`config.mk`:
```
export PLATFORM = sky130hd
export DESIGN_NAME = pipeline_hazard_ctrl
export DESIGN_NICKNAME = d
export VERILOG_FILES = /design/src/rtl/pipeline_hazard_ctrl.sv
export SDC_FILE = /design/constraint.sdc
export NUM_CORES = 1
export LEC_CHECK = 0
export CORE_MARGIN = 1.5
export CORE_UTILIZATION = 57
export DETAILED_ROUTE_END_ITERATION = 7
export DONT_BUFFER_PORTS = 1
export GPL_TIMING_DRIVEN = 0
export HOLD_SLACK_MARGIN = 0.03
export PLACE_DENSITY = 0.76
export RECOVER_POWER = 25
export REMOVE_ABC_BUFFERS = 1
export SLEW_MARGIN = 20
export SYNTH_ARGS = -nofsm -noshare
export SYNTH_HDL_FRONTEND = slang
export SYNTH_SLANG_ARGS = --single-unit
```
`constraint.sdc`:
```
create_clock -name clk_i -period 2.2 [get_ports clk_i]
set_clock_uncertainty 0.2 [all_clocks]
set_input_delay 0.22 -clock clk_i [delete_from_list [all_inputs] [get_ports clk_i]]
set_output_delay 0.22 -clock clk_i [all_outputs]
set_load 0.005 [all_outputs]
```
`src/rtl/pipeline_hazard_ctrl.sv`:
```
// Stall/flush sequencer for a 5-stage MIPS pipeline: resolves load-use, branch, jump and
// data-memory wait hazards, bounds memory waits with a halting timeout, counts stalls/flushes.
module pipeline_hazard_ctrl #(
    parameter int unsigned TIMEOUT = 16,
    parameter int unsigned CNT_W   = 16
) (
    input  logic             clk_i,
    input  logic             rst_i,
    input  logic [4:0]       id_rs_i,
    input  logic [4:0]       id_rt_i,
    input  logic             id_uses_rt_i,
    input  logic [4:0]       ex_rd_i,
    input  logic             ex_memread_i,
    input  logic             ex_regwrite_i,
    input  logic             br_taken_ex_i,
    input  logic             jump_id_i,
    input  logic             dmem_req_i,
    input  logic             dmem_ready_i,
    output logic             pc_we_o,
    output logic             ifid_we_o,
    output logic             ifid_flush_o,
    output logic             idex_we_o,
    output logic             idex_flush_o,
    output logic             exmem_we_o,
    output logic             memwb_flush_o,
    output logic             halted_o,
    output logic [CNT_W-1:0] stall_cnt_o,
    output logic [CNT_W-1:0] flush_cnt_o
);

    localparam int unsigned WaitW = $clog2(TIMEOUT) + 1;
    localparam logic [WaitW-1:0] WaitLast = WaitW'(TIMEOUT - 1);
    localparam logic [CNT_W-1:0] CntMax = {CNT_W{1'b1}};

    typedef enum logic [1:0] {
        StRun,
        StMemWait,
        StHalt
    } state_e;

    state_e           state_q;
    logic [WaitW-1:0] wait_cnt_q;
    logic             halted_q;
    logic [CNT_W-1:0] stall_cnt_q;
    logic [CNT_W-1:0] flush_cnt_q;

    logic mem_stall;
    logic load_use;
    logic rd_hits_rs;
    logic rd_hits_rt;

    assign mem_stall  = dmem_req_i & ~dmem_ready_i;
    assign rd_hits_rs = (ex_rd_i == id_rs_i);
    assign rd_hits_rt = id_uses_rt_i & (ex_rd_i == id_rt_i);
    assign load_use   = ex_memread_i & ex_regwrite_i & (ex_rd_i != 5'd0) &
                        (rd_hits_rs | rd_hits_rt);

    always_comb begin
        pc_we_o       = 1'b1;
        ifid_we_o     = 1'b1;
        ifid_flush_o  = 1'b0;
        idex_we_o     = 1'b1;
        idex_flush_o  = 1'b0;
        exmem_we_o    = 1'b1;
        memwb_flush_o = 1'b0;
        if (rst_i) begin
            pc_we_o       = 1'b0;
            ifid_we_o     = 1'b0;
            idex_we_o     = 1'b0;
            exmem_we_o    = 1'b0;
            ifid_flush_o  = 1'b1;
            idex_flush_o  = 1'b1;
            memwb_flush_o = 1'b1;
        end else if (state_q == StHalt || mem_stall) begin
            // Freeze everything upstream of MEM; a bubble drains into WB.
            pc_we_o       = 1'b0;
            ifid_we_o     = 1'b0;
            idex_we_o     = 1'b0;
            exmem_we_o    = 1'b0;
            memwb_flush_o = 1'b1;
        end else if (br_taken_ex_i) begin
            ifid_flush_o = 1'b1;
            idex_flush_o = 1'b1;
        end else if (load_use) begin
            pc_we_o      = 1'b0;
            ifid_we_o    = 1'b0;
            idex_flush_o = 1'b1;
        end else if (jump_id_i) begin
            ifid_flush_o = 1'b1;
        end
    end

    always_ff @(posedge clk_i) begin
        if (rst_i) begin
            state_q     <= StRun;
            wait_cnt_q  <= '0;
            halted_q    <= 1'b0;
            stall_cnt_q <= '0;
            flush_cnt_q <= '0;
        end else begin
            unique case (state_q)
                StRun: begin
                    if (mem_stall) begin
                        state_q    <= StMemWait;
                        wait_cnt_q <= WaitW'(1);
                    end
                end
                StMemWait: begin
                    // A withdrawn request ends the wait just like a completed one.
                    if (!mem_stall) begin
                        state_q    <= StRun;
                        wait_cnt_q <= '0;
                    end else if (wait_cnt_q == WaitLast) begin
                        state_q  <= StHalt;
                        halted_q <= 1'b1;
                    end else begin
                        wait_cnt_q <= wait_cnt_q + WaitW'(1);
                    end
                end
                StHalt: begin
                    state_q <= StHalt;
                end
                default: begin
                    state_q    <= StRun;
                    wait_cnt_q <= '0;
                end
            endcase

            if (!pc_we_o && stall_cnt_q != CntMax) begin
                stall_cnt_q <= stall_cnt_q + CNT_W'(1);
            end
            if ((ifid_flush_o | idex_flush_o) && state_q != StHalt && flush_cnt_q != CntMax) begin
                flush_cnt_q <= flush_cnt_q + CNT_W'(1);
            end
        end
    end

    assign halted_o    = halted_q;
    assign stall_cnt_o = stall_cnt_q;
    assign flush_cnt_o = flush_cnt_q;

endmodule

```
==> impl_metrics.ini, run 1 <==
[synth]
synth_edf_count = 0
synth_seq_area_share_pct = 36.0
synth_area_leaders = dfxtp_1 36%, a21oi_1 7.2%, or3_1 5.9%
async_reset_ff_share_pct = 0
yosys_warnings = 0
synth_largest_area_cell = dfxtp_1
synth_cell_types = 44
postSynth.topFlopCell = dfxtp_1
synth_top_area_share_pct = 36.0
synthesis.area_per_instance_um2 = 8.18
syn-cell-area_mm2 = 0.00223
postSynthCellCount = 272
ys_ff_latch = 40

[layout]
fillerInstances = 286
post_route_cells_drive_above_1_share_pct = 22.9
finish.net_count = 320
final_cells = 341
antenna_cells_inserted = 0
flow.area_growth_from_synthesis_pct = 24.3

[routing]
wl_mm = 6.13
postRouteAntennaNets = 0
drt-initial-drc-count = 146
first_pass_iters = 5
post_route_drc = 0
routed-via-count = 2220
routed_wire_length_per_instance_um = 18.0
drt-vias-per-instance = 6.51

[run]
maxCapViolCount = 0

[floorplanning]
die_h_um = 65.5
core_mm2 = 0.00372
io_pins = 64
initial_utilization_pct = 59.9
core.rowCount = 22
fp.dieArea_mm2 = 0.00429
die_width_um = 65.5

[power]
cellLeakagePower_nw = 0.926
max-vdd-ir-drop_mv = 0.407
power.density_cell_area_mw_per_mm2 = 535

[status]
failing_checks = negative setup slack
status = finished, violations left

[setup_path]
crit_family = simple AND/OR/NAND/NOR gates
timing.rr.end = flush_cnt_o[2]$_SDFFE_PP0P_
timing.critical_path.slowest_cell_delay_ns = 0.37
worst_path_max_delay_cell = dfxtp_4
critical_path.startpoint_type = flop
timing.critical_path.cells = ha_4 > nand4_1 > nor4_4 > buf_4 > a211oi_4 > buf_6 > a21oi_4 > buf_4 > or3_1 > a21oi_1
setup_crit_path_kind = reg -> reg
worst_ep_arrival_time_ns = 2.32
timing.reg2reg.worst_path_depth = 10
worst_ep_required_time_ns = 2.22
setup.worst_path.start = flush_cnt_o[0]$_SDFFE_PP0P_
worst_setup_path_end_kind = flop
crit_fanout = 5
timing.reg2reg.setup_slack_ns = -0.1
worst_r2r_startpoint = flush_cnt_o[0]$_SDFFE_PP0P_
cp.buffers_inverters = 3
cell_occurring_most_often_along_the_worst_timing_path = buf_4

[timing]
finalCritPeriodShare_pct = 104
report.final.hold_viol_count = 0
timing_worst_slew_pin_value_ns = 0.677
max_freq_mhz = 435
setup_viol_count_final = 10
normalized_max_slew_margin_pct = 54.7
post_route_setup_slack_ns = -0.0968
grt_setup_unrepaired = true
finalWorstPathRequiredPeriod_ns = 2.30
timing.final.max_slew_violations = 0

[placement]
placed_cells_incl_taps = 306
detailed_place_hpwl_mm = 3.32
place_congestion = 0.731
port_buffers = 0
place_worst_setup_slack_ns = -0.601

[clock_network]
clkSlewWorstSetupHoldPaths_ns = 0.08
cts_max_level = 2
tritoncts = built
cts_root_buffer = clkbuf_8
ctsLongestPathBuffers = 2
worst_skew_pair.late_latency_ns = 0.29
cts_num_sinks = 40
cts-buffers-inserted = 5

[grt]
overflow = 0
first_global_vias = 1965
global_route_wire_length_before_repair_mm = 8.96
antenna_found_initial = 0
grt_max_degree = 37
grtUsageTotal_pct = 27.2

[hold_path]
worstHoldStart = jump_id_i
whs_endpoint = flush_cnt_o[12]$_SDFFE_PP0P_
worst_hold_path.num_cells = 3
worstHoldPathType = in -> reg
[repair_timing]
action                                  4_1_cts  5_1_grt
pin swaps                                     5       18
hold buffers                                  9        0
gates cloned                                  2        1
buffers inserted                              7        8
endpoints found under the setup margin       31       34
gates resized for setup                      26       26
endpoints found under the hold margin        40        0
[cell usage after synthesis, drive strengths merged (2+ instances only)]
master  count
nand2      13
nand2b      3
or4         5
dfxtp      40
nor3b       5
nor4        2
nand3      18
nor2       23
a21oi      33
mux2i       3
buf         8
or3        21
clkbuf      6
nor2b       2
nand4      11
xor2        3
o31ai       5
xnor2      13
ha          4
and3        5
inv         8
a31oi       5
mux2        3
o21ai      21
[metrics by stage]
step	power (mW)	TNS, ns	cell area (um^2)	utilization [%]	hold WS [ns]
2_1_floorplan	0.864	-0.142	2140	-	0.0891
3_3_place_gp	0.883	-6.26	2200	59.3	0.0932
3_5_place_dp	0.889	-7.27	2200	59.3	0.0945
4_1_cts	1.45	0	2580	69.5	0.0619
5_1_grt	1.54	-2.18	2770	74.4	0.0652
6_report	1.48	-0.411	2770	74.4	0.0734
[kinds of logic after synthesis]
kind of cell / synth area share, %
simple gates: 28.5
compound gates: 19.0
flops: 36.0
buf+inv: 5.11
xor+xnor: 6.30
mux: 2.87
fa+ha+maj: 2.25
[metal layers]
metal	vias up	track usage, %	wire, um
met5	-	0	0
met3	5	8.56	463
met4	0	6.25	48
li1	1040	-	-
met1	1076	33.0	2510
met2	99	46.8	3120
[registers in the layout (all words and copies together), names as in the netlist]
signal       count
flush_cnt_o     16
stall_cnt_o     16
wait_cnt_q       5
state_q          2
halted_o         1
[cell type report]
cell class	instances	area [um^2]	share of cell area [%]
Multi-Input combinational cell	212	1500	54.1
Sequential cell	40	828	29.9
Timing Repair Buffer	25	262	9.45
Clock buffer	8	90.1	3.26
Tap cell	48	60.1	2.17
Inverter	8	30.0	1.09
[worst max-delay path by stage]
stage,endpoint,slack (ns),cells past startpoint
after CTS,flush_cnt_o[1]$_SDFFE_PP0P_,0.00006,7
final,flush_cnt_o[2]$_SDFFE_PP0P_,-0.1,10
after global placement,stall_cnt_o[9]$_SDFFE_PP0P_,-0.50,7
after detailed placement,stall_cnt_o[9]$_SDFFE_PP0P_,-0.60,6
after floorplan,stall_cnt_o[9]$_SDFFE_PP0P_,-0.14,6
after global routing,flush_cnt_o[0]$_SDFFE_PP0P_,-0.20,9
[where the power goes]
| group | switching [mW] | internal (mW) |
|---|---|---|
| sequential | 0.0294 | 0.743 |
| clock | 0.256 | 0.256 |
| combinational | 0.102 | 0.0955 |
[cell usage in the layout, fill, tap and decap left out, types with 3 or more instances in the layout]
cell            n
a21oi_1        30
a21oi_4         3
a31oi_1         4
and3_1          5
buf_4          11
buf_6           3
clkbuf_8        6
dfxtp_1        26
dfxtp_2        10
dfxtp_4         4
dlygate4sd3_1   8
inv_1           8
mux2i_1         3
nand2_1        13
nand3_1        17
nand4_1        11
nor2_1         21
nor3b_1         3
o21ai_1        17
o21ai_2         3
o31ai_1         5
or3_1          20
or4_1           5
xnor2_1        13
xor2_1          3
[tightest hold or removal path: stages]
cell and delay, ns:
nor2_1 0.02, a21oi_1 0.14, mux2_2 0.16
(Power assumes the default switching activity.)
==> run 2, diff against run 1 <==
--- a/config.mk
+++ b/config.mk
@@ -6,12 +6,12 @@
 export NUM_CORES = 1
 export LEC_CHECK = 0
 export CORE_MARGIN = 1.5
-export CORE_UTILIZATION = 57
+export CORE_UTILIZATION = 66
 export DETAILED_ROUTE_END_ITERATION = 7
 export DONT_BUFFER_PORTS = 1
 export GPL_TIMING_DRIVEN = 0
 export HOLD_SLACK_MARGIN = 0.03
-export PLACE_DENSITY = 0.76
+export PLACE_DENSITY = 0.82
 export RECOVER_POWER = 25
 export REMOVE_ABC_BUFFERS = 1
 export SLEW_MARGIN = 20
==> constraint.sdc (replaced) <==
create_clock -name clk_i -period 2.9 [get_ports clk_i]
set_clock_uncertainty 0.2 [all_clocks]
set_input_delay 0.29 -clock clk_i [delete_from_list [all_inputs] [get_ports clk_i]]
set_output_delay 0.29 -clock clk_i [all_outputs]
set_load 0.005 [all_outputs]
==> run 2 against run 1 <==
- the flow now finishes without violations
- core utilization increased by 0.68 points
- count of clock-buffer cells in the layout decreased by 1
- critical path depth decreased by 3
- sequential cell count unchanged
- maximum frequency decreased by 17%
- first-iteration DRC count decreased by 13%
==> impl_metrics.ini, run 2 (synthesis gave the netlist of run 1 again) <==
[grt]
grt_max_degree = 43
overflow = 0
global_route_wire_length_before_repair_mm = 7.48
grtUsageTotal_pct = 26.7
first_global_vias = 1768
antenna_found_initial = 0

[setup_path]
worst_r2r_startpoint = state_q[0]$_SDFFE_PP0P_
critical_path.startpoint_type = flop
worst_setup_path_end_kind = flop
crit_fanout = 14
setup.worst_path.start = state_q[0]$_SDFFE_PP0P_
worst_ep_required_time_ns = 3.00
setup_crit_path_kind = reg -> reg
worst_ep_arrival_time_ns = 2.87

[routing]
first_pass_iters = 4
post_route_drc = 0
wl_mm = 4.94
drt-vias-per-instance = 6.47
routed_wire_length_per_instance_um = 15.7
drt-initial-drc-count = 127
routed-via-count = 2037
postRouteAntennaNets = 0

[clock_network]
clkSlewWorstSetupHoldPaths_ns = 0.12
cts_num_sinks = 40
cts_root_buffer = clkbuf_4
worst_skew_pair.late_latency_ns = 0.35
cts_max_level = 2
tritoncts = built
cts-buffers-inserted = 5
ctsLongestPathBuffers = 2

[floorplanning]
die_h_um = 61.1
fp.dieArea_mm2 = 0.00373
initial_utilization_pct = 71.2
core_mm2 = 0.00313
core.rowCount = 20
die_width_um = 61.1
io_pins = 64

[power]
cellLeakagePower_nw = 0.745
max-vdd-ir-drop_mv = 0.277
power.density_cell_area_mw_per_mm2 = 423

[hold_path]
worstHoldStart = jump_id_i
worstHoldPathType = in -> reg

[timing]
report.final.hold_viol_count = 0
finalWorstPathRequiredPeriod_ns = 2.77
setup_viol_count_final = 0
post_route_setup_slack_ns = 0.129
timing.final.max_slew_violations = 0
timing_worst_slew_pin_value_ns = 0.812
finalCritPeriodShare_pct = 95.6
holdWs_ns = 0.0978
max_freq_mhz = 361
normalized_max_slew_margin_pct = 45.9

[layout]
finish.net_count = 299
final_area_mm2 = 0.00235
postLayoutCoreUtil_pct = 75.1
post_route_cells_drive_above_1_share_pct = 7.38
flow.area_growth_from_synthesis_pct = 5.56
layout_common_cells = 40 x dfxtp_1, 32 x a21oi_1, 23 x nor2_1, 21 x or3_1, 19 x o21ai_1
mostFrequentLayoutCell = dfxtp_1
antenna_cells_inserted = 0

[placement]
place_congestion = 0.780
detailed_place_hpwl_mm = 3.30
place_worst_setup_slack_ns = 0.175
port_buffers = 0
place_area_mm2 = 0.00220

[run]
maxCapViolCount = 0

[status]
status = finished, final reports clean
[run 2: critical path: stages (launching register included)]
cell	delay (ns)
dfxtp_1	0.56
nand2b_1	0.22
o21ai_1	0.15
nor3b_2	0.37
a21oi_4	0.19
or3_1	0.35
a21oi_1	0.14
dlygate4sd3_1	0.55
[run 2: metrics by stage]
step | std cells | TNS [ns] | total power [mW]
3_3_place_gp | 302 | 0 | 0.669
2_1_floorplan | 258 | 0 | 0.656
4_1_cts | 314 | 0 | 0.996
6_report | 315 | 0 | 0.994
5_1_grt | 315 | -0.00376 | 1.03
3_5_place_dp | 302 | 0 | 0.672
[run 2: worst paths after layout]
| check | to | slack [ns] | cells past startpoint |
|---|---|---|---|
| hold / removal | flush_cnt_o[12]$_SDFFE_PP0P_ | 0.1 | 3 |
| hold reg to reg | state_q[0]$_SDFFE_PP0P_ | 0.28 | 1 |
| setup / recovery | flush_cnt_o[4]$_SDFFE_PP0P_ | 0.13 | 7 |
| setup reg to reg | flush_cnt_o[4]$_SDFFE_PP0P_ | 0.13 | 7 |
[run 2: final cells by class]
cell class	instances	area, um^2
Clock buffer	7	65.1
Fill cell	262	778
Inverter	8	30.0
Multi-Input combinational cell	211	1340
Sequential cell	40	801
Tap cell	44	55.1
Timing Repair Buffer	5	60.1
[run 2: repair_timing]
item / CTS / global route
gates resized for setup: 0 / 3
endpoints found under the setup margin: 0 / 2
buffers inserted: 0 / 0
endpoints found under the hold margin: 40 / 0
hold buffers: 5 / 0
[run 2: power breakdown]
part           switching [mW]  internal, mW  leakage [nW]
Clock                   0.176         0.138        0.0374
Combinational          0.0586        0.0433         0.384
Sequential             0.0180         0.561         0.324
[run 2: routing by layer]
layer  up-vias  track usage (%)  share of wire, %
met5         -                0                 0
met4         0             7.45               1.1
met3         6             7.98               8.3
met2        72             44.4                48
met1       956             33.9                43
li1       1003                -                 -
